--- src/rtl/uart_tx_fifo.sv ---
// Byte FIFO feeding a UART transmitter through a three-state handshake FSM.
// Define UART_TX_FIFO_IRQ_EN to add the registered low-watermark interrupt output tx_irq.
module uart_tx_fifo #(
    parameter int DEPTH     = 8,
    parameter int IRQ_LEVEL = 2
) (
    input  logic                   hb_clk,
    input  logic                   rst_n,
    input  logic                   wr_en,
    input  logic [7:0]             wr_data,
    input  logic                   flush,
    input  logic                   clr_overflow,
    output logic                   full,
    output logic                   empty,
    output logic [$clog2(DEPTH):0] count,
    output logic                   overflow,
    input  logic                   tx_ready,
    output logic [7:0]             tx_data,
    output logic                   tx_start
`ifdef UART_TX_FIFO_IRQ_EN
    ,
    output logic                   tx_irq
`endif
);

    localparam int DATA_W = 8;
    localparam int AW     = $clog2(DEPTH);
    localparam int CW     = AW + 1;
    localparam logic [CW-1:0] DEPTH_CNT = CW'(DEPTH);

    typedef enum logic [1:0] {
        IDLE,
        WAIT_ACCEPT,
        WAIT_DONE
    } state_t;

    state_t            state;
    state_t            state_nxt;
    logic [DATA_W-1:0] mem [DEPTH];
    logic [AW-1:0]     wr_ptr;
    logic [AW-1:0]     rd_ptr;
    logic [CW-1:0]     count_nxt;
    logic              push;
    logic              pop;

    assign full  = (count == DEPTH_CNT);
    assign empty = (count == '0);

    // Full is judged on the current count, so a pop in the same cycle never rescues a push.
    assign push      = wr_en && !flush && !full;
    assign count_nxt = count + CW'(push) - CW'(pop);

    // Storage holds no reset; empty hides stale entries.
    always_ff @(posedge hb_clk) begin
        if (push) begin
            mem[wr_ptr] <= wr_data;
        end
    end

    always_ff @(posedge hb_clk or negedge rst_n) begin
        if (!rst_n) begin
            state <= IDLE;
        end else begin
            state <= state_nxt;
        end
    end

    always_comb begin
        state_nxt = state;
        pop       = 1'b0;
        if (flush) begin
            state_nxt = IDLE;
        end else begin
            case (state)
                IDLE: begin
                    if (!empty && tx_ready) begin
                        pop       = 1'b1;
                        state_nxt = WAIT_ACCEPT;
                    end
                end
                WAIT_ACCEPT: begin
                    if (!tx_ready) begin
                        state_nxt = WAIT_DONE;
                    end
                end
                WAIT_DONE: begin
                    if (tx_ready) begin
                        state_nxt = IDLE;
                    end
                end
                default: state_nxt = IDLE;
            endcase
        end
    end

    always_ff @(posedge hb_clk or negedge rst_n) begin
        if (!rst_n) begin
            wr_ptr   <= '0;
            rd_ptr   <= '0;
            count    <= '0;
            tx_start <= 1'b0;
            tx_data  <= '0;
        end else if (flush) begin
            wr_ptr   <= '0;
            rd_ptr   <= '0;
            count    <= '0;
            tx_start <= 1'b0;
        end else begin
            if (push) begin
                wr_ptr <= wr_ptr + 1'b1;
            end
            if (pop) begin
                rd_ptr  <= rd_ptr + 1'b1;
                tx_data <= mem[rd_ptr];
            end
            count    <= count_nxt;
            tx_start <= pop;
        end
    end

    // A dropped push beats a simultaneous clear; a write during flush is not an overflow.
    always_ff @(posedge hb_clk or negedge rst_n) begin
        if (!rst_n) begin
            overflow <= 1'b0;
        end else if (wr_en && full && !flush) begin
            overflow <= 1'b1;
        end else if (clr_overflow) begin
            overflow <= 1'b0;
        end
    end

`ifdef UART_TX_FIFO_IRQ_EN
    localparam logic [CW-1:0] IRQ_CNT = CW'(IRQ_LEVEL);

    logic pushed_since_clr;

    // Built from next-state values so tx_irq lines up with the count it describes.
    always_ff @(posedge hb_clk or negedge rst_n) begin
        if (!rst_n) begin
            pushed_since_clr <= 1'b0;
            tx_irq           <= 1'b0;
        end else if (flush) begin
            pushed_since_clr <= 1'b0;
            tx_irq           <= 1'b0;
        end else begin
            if (push) begin
                pushed_since_clr <= 1'b1;
            end
            tx_irq <= (count_nxt <= IRQ_CNT) && (pushed_since_clr || push);
        end
    end
`endif

endmodule

--- config.mk ---
export PLATFORM = sky130hd
export DESIGN_NAME = uart_tx_fifo
export DESIGN_NICKNAME = d
export VERILOG_FILES = /design/src/rtl/uart_tx_fifo.sv
export SDC_FILE = /design/constraint.sdc
export NUM_CORES = 1
export LEC_CHECK = 0
export ABC_AREA = 1
export ABC_CLOCK_PERIOD_IN_PS = 4000
export CORE_MARGIN = 8
export CORE_UTILIZATION = 60
export CTS_CLUSTER_SIZE = 14
export DETAILED_ROUTE_END_ITERATION = 8
export PLACE_DENSITY_LB_ADDON = 0.08
export SYNTH_ARGS = -nofsm -noshare
export SYNTH_HDL_FRONTEND = slang
export SYNTH_SLANG_ARGS = --single-unit
--- constraint.sdc ---
create_clock -name hb_clk -period 4 [get_ports hb_clk]
set_input_delay 1.2 -clock hb_clk [delete_from_list [all_inputs] [get_ports hb_clk]]
set_output_delay 1.2 -clock hb_clk [all_outputs]
set_load 0.02 [all_outputs]
* After elaboration in Yosys (flattened, before gate mapping)
Memories as Yosys holds them, arrays and structs flattened. A register that Yosys moved wholly into a read port is not among the register bits. Index checks and enable logic that the tools add are counted.
Word-level totals: memories 1, register bits after elaboration 14, input bits 14, RAM bits 64, output and inout bits 16, word-level logic and storage cells 52
Cells by class: add/sub/neg operators 4, reduce and logical (&&, ||, !) cells 16, muxes and demuxes 18, eq/ne operators 6, bitwise operators 1
Memory list:
- mem | words 8, width 8, read ports 1, clocked after Yosys merged registers in 1, wr ports 1, line 39 | logic [DATA_W-1:0] mem [DEPTH];
Operators by type and width (number):
- two-way mux 3 bit | 4
- inequality test 3 bit, second input constant | 3
- two-way mux 1 bit | 8
- two-way mux 2 bit | 4
- adder 3 x 1 -> 3 bit, second input constant | 2
- case mux 2 bit (3 select lines) | 1
- nonzero test 2 bit | 3
- logical AND 1 bit | 5
- adder 4 x 1 -> 4 bit | 1
- == test 4 bit, second input constant | 1
- zero test 1 bit | 4
- zero test 4 bit | 1
- two-way mux 4 bit | 1
- subtractor 4 x 1 -> 4 bit | 1
- AND reduction 3 bit | 1
- == test 2 x 1 -> 1 bit, second input constant | 1
- == test 2 bit, second input constant | 1
- zero test 2 bit | 1
- AND reduction 2 bit | 1
- inverter 1 bit | 1

* Longest topological paths before layout
depth in word-level cells 8, depth in mapped cells 13, gate-level depth less buffers 13

* Worst setup path after synthesis
Ideal clock, no wire load.
path type in2reg, from in flush, to reg count[2], required time 3881 ps, stages on the path 8, buffers on the path 0, library setup time 119 ps, data arrival time 2414 ps, setup slack 1467 ps, cell sequence inv_2 nand3_1 ha_1 inv_1 ha_1 fa_1 xnor2_1 nor2_1
Between the ends: longest elaborated chain between the ends 6, elaborated cells between the ends (all ways) 7, classes of those cells 2 x add/sub; 2 x mux; 3 x reduce/logical
RTL lines:
- from (decl) | line 11 | input logic flush,
- zero test 1 bit | line 50 | assign push = wr_en && !flush && !full;
- logical AND 1 bit (2 in a row) | line 50
- adder 4 x 1 -> 4 bit | line 51 | assign count_nxt = count + CW'(push) - CW'(pop);
- subtractor 4 x 1 -> 4 bit | line 51
- two-way mux 4 bit (*) | line 103 | end else if (flush) begin
- to (signal assigned) | line 116 | count <= count_nxt;
- to (decl) | line 15 | output logic [$clog2(DEPTH):0] count,
Every way passes the cells marked *; elsewhere a longest branch is shown, timed or not. A chain may end at the register's enable or synchronous reset.

* Worst setup path after layout
from reg count[2], to out full
Between the ends: longest elaborated chain between the ends 1
RTL lines:
- == test 4 bit | line 46 | assign full = (count == DEPTH_CNT);
- to (decl) | line 13 | output logic full,
No other way between the ends.

==> reports/results.ini <==
[status]
outcome = finished clean

[logic_synthesis]
yosys_warnings = 0
ys_ff_latch = 86
yosysTopAreaCell = edfxtp_1
synth_fp_nets = 403
synth_top_area_frac = 0.493
seq_area_frac_synth = 0.634
netlist_area_um2 = 3900
synthTopCellsByArea = edfxtp_1, dfrtp_1, nand2_1
syn_area_per_cell_um2 = 10.3
synthCells = 380
yosysUniqueCellTypes = 25

[cells_and_area]
final_cell_mix = nand2_1, inv_1, edfxtp_1
nets = 430
post_route_cells_drive_above_1_share = 0.0777
num_antenna_cells = 0
syn2layout_area_growth_pct = 11.2
layout_commonest_cell = nand2_1
fin_cells = 489

[routing]
drt-initial-drc-count = 169
wirelength_um = 7990
wl_per_cell_um = 16.3
ant_nets = 0
highest_layer = met4
vias = 2543
drc = 0
route.met3.wl_um = 553
dr.pass1.iters = 5
avgViaCountPerCell = 5.20
met2_length_um = 3700
wl_met1_um = 3620

[clock_tree]
cts_hold_buf = 0
clk_latency_ns = 0.35
cts.clk_slew.worst_paths_ns = 0.09
post-cts-setup-buffers = 0
clock_sinks = 86
htree_levels = 3
root_buffer = clkbuf_8
cts_buffers = 9
cts_tree = done
cts_resized = 0
cts_buffer_depth = 2

[sta]
rsz0062_at_grt = false
final_hold_viol_count = 0
min_period_ns = 3.00
max_freq_ghz = 0.333
fin_setup_tns_ns = 0
whs_ns = 0.484
drv_slew = 0
fin_ws_ns = 0.997
tightest_slew_ns = 1.22
fin_skew_ns = 0.00961
finalCritPeriodShare = 0.751
slew_headroom = 0.190
finalSetupViolCount = 0

[floorplanning]
start_util = 0.617
core_area_um2 = 6310
ios = 30
std_cell_rows = 29
die_w_um = 96.6
die_area_um2 = 9330
die_h_um = 96.6

[worst_setup_path]
worstRegToRegCells = 11
crit_path_start_kind = register
arrival_ns = 1.80
reg2reg_from = count[2]
worstSetupStartpoint = count[2]
crit_fanout = 3
crit_required_ns = 2.80
end_kind = output port
critical_path_class = register to output port

[worst_hold_path]
min_from = tx_data[6]
hold_class = register to register
min_path_cells = 2

[place]
pre_cts_slack_ns = 0.675
gp_congestion = 0.804
dp.cells = 473
dp_hpwl_um = 5570
port_buffers = 29

[power_and_ir_drop]
ir_worst_vdd_mv = 0.440
power_density_nw_per_um2 = 583
p_total_uw = 2530
leakage_uw = 0.00192

[global_route]
grt_pass1_wl_um = 12700
antenna_found_initial = 0
grt_usage = 0.186
grt_max_degree = 35
grt_pass1_vias = 2532
overflow = 0

[job]
cap_violations = 0

cell families (layout without fill, tap and decap cells):
logic type | after synthesis | in the layout | synth area share
buffers and inverters | 84 | 116 | 0.103
xor gates and xnor gates | 3 | 3 | 0.00674
DFF | 86 | 86 | 0.634
and+or+nand+nor | 191 | 191 | 0.216
adders and majority gates | 9 | 9 | 0.0308
AOI/OAI and AO/OA | 7 | 7 | 0.00899
metrics by stage:
stage               utilization  cell area, µm²
global route              0.686            4330
detailed placement        0.659            4160
CTS                       0.686            4330
floorplan                     -            3900
finish                    0.686            4330
global placement          0.659            4160
sequential cells by signal (all words and copies together), names as in the netlist:
name,flops
count,4
rd_ptr,3
wr_ptr,3
tx_data,8
state,2
tx_start,1
mem,64
overflow,1
routing by layer:
| metal | vias to the layer above | track usage |
|---|---|---|
| li1 | 1264 | - |
| met1 | 1172 | 0.245 |
| met2 | 93 | 0.297 |
| met3 | 14 | 0.0363 |
| met4 | 0 | 0.0744 |
| met5 | - | 0 |
power breakdown:
group | leakage, µW | internal, µW | switching [µW]
logic | 0.000973 | 316 | 491
clock network | 0.0000821 | 234 | 317
registers | 0.000867 | 1060 | 114
area by class of cell:
type	instances	area, µm²
Timing Repair Buffer	29	290
Inverter	71	277
Clock buffer	11	131
Fill cell	501	1980
Clock inverter	5	43.8
Sequential cell	86	2470
Multi-Input combinational cell	210	1020
Tap cell	77	96.3
final timing paths:
check	to	slack, ns
min	tx_data[6]	0.48
min in group asynchronous	tx_start	1.41
max reg2reg	count[2]	1.85
min reg2reg	tx_data[6]	0.48
max in group asynchronous	wr_ptr[0]	1.96
max	full	1.0
worst max-delay path, stage by stage, from the launching register on:
cell             delay, ns
dfrtp_1               0.38
inv_1                 0.11
ha_1                  0.16
nand3_1               0.11
inv_1                 0.09
clkdlybuf4s50_1       0.62
synth_stat cells:
library cell / count
buf_4: 3
buf_6: 6
inv_1: 66
buf_2: 3
nand3_1: 55
nor2_1: 14
xor2_1: 2
inv_8: 1
nand3_2: 2
nand4_1: 3
edfxtp_1: 64
and2_1: 1
nor3_1: 1
ha_1: 8
xnor2_1: 1
o21ai_0: 6
nand2_1: 104
inv_2: 3
nand2_2: 10
fa_1: 1
dfrtp_1: 22
buf_12: 1
inv_4: 1
nor2_4: 1
a21oi_1: 1
Note: power is estimated with default switching activity, not from simulation.
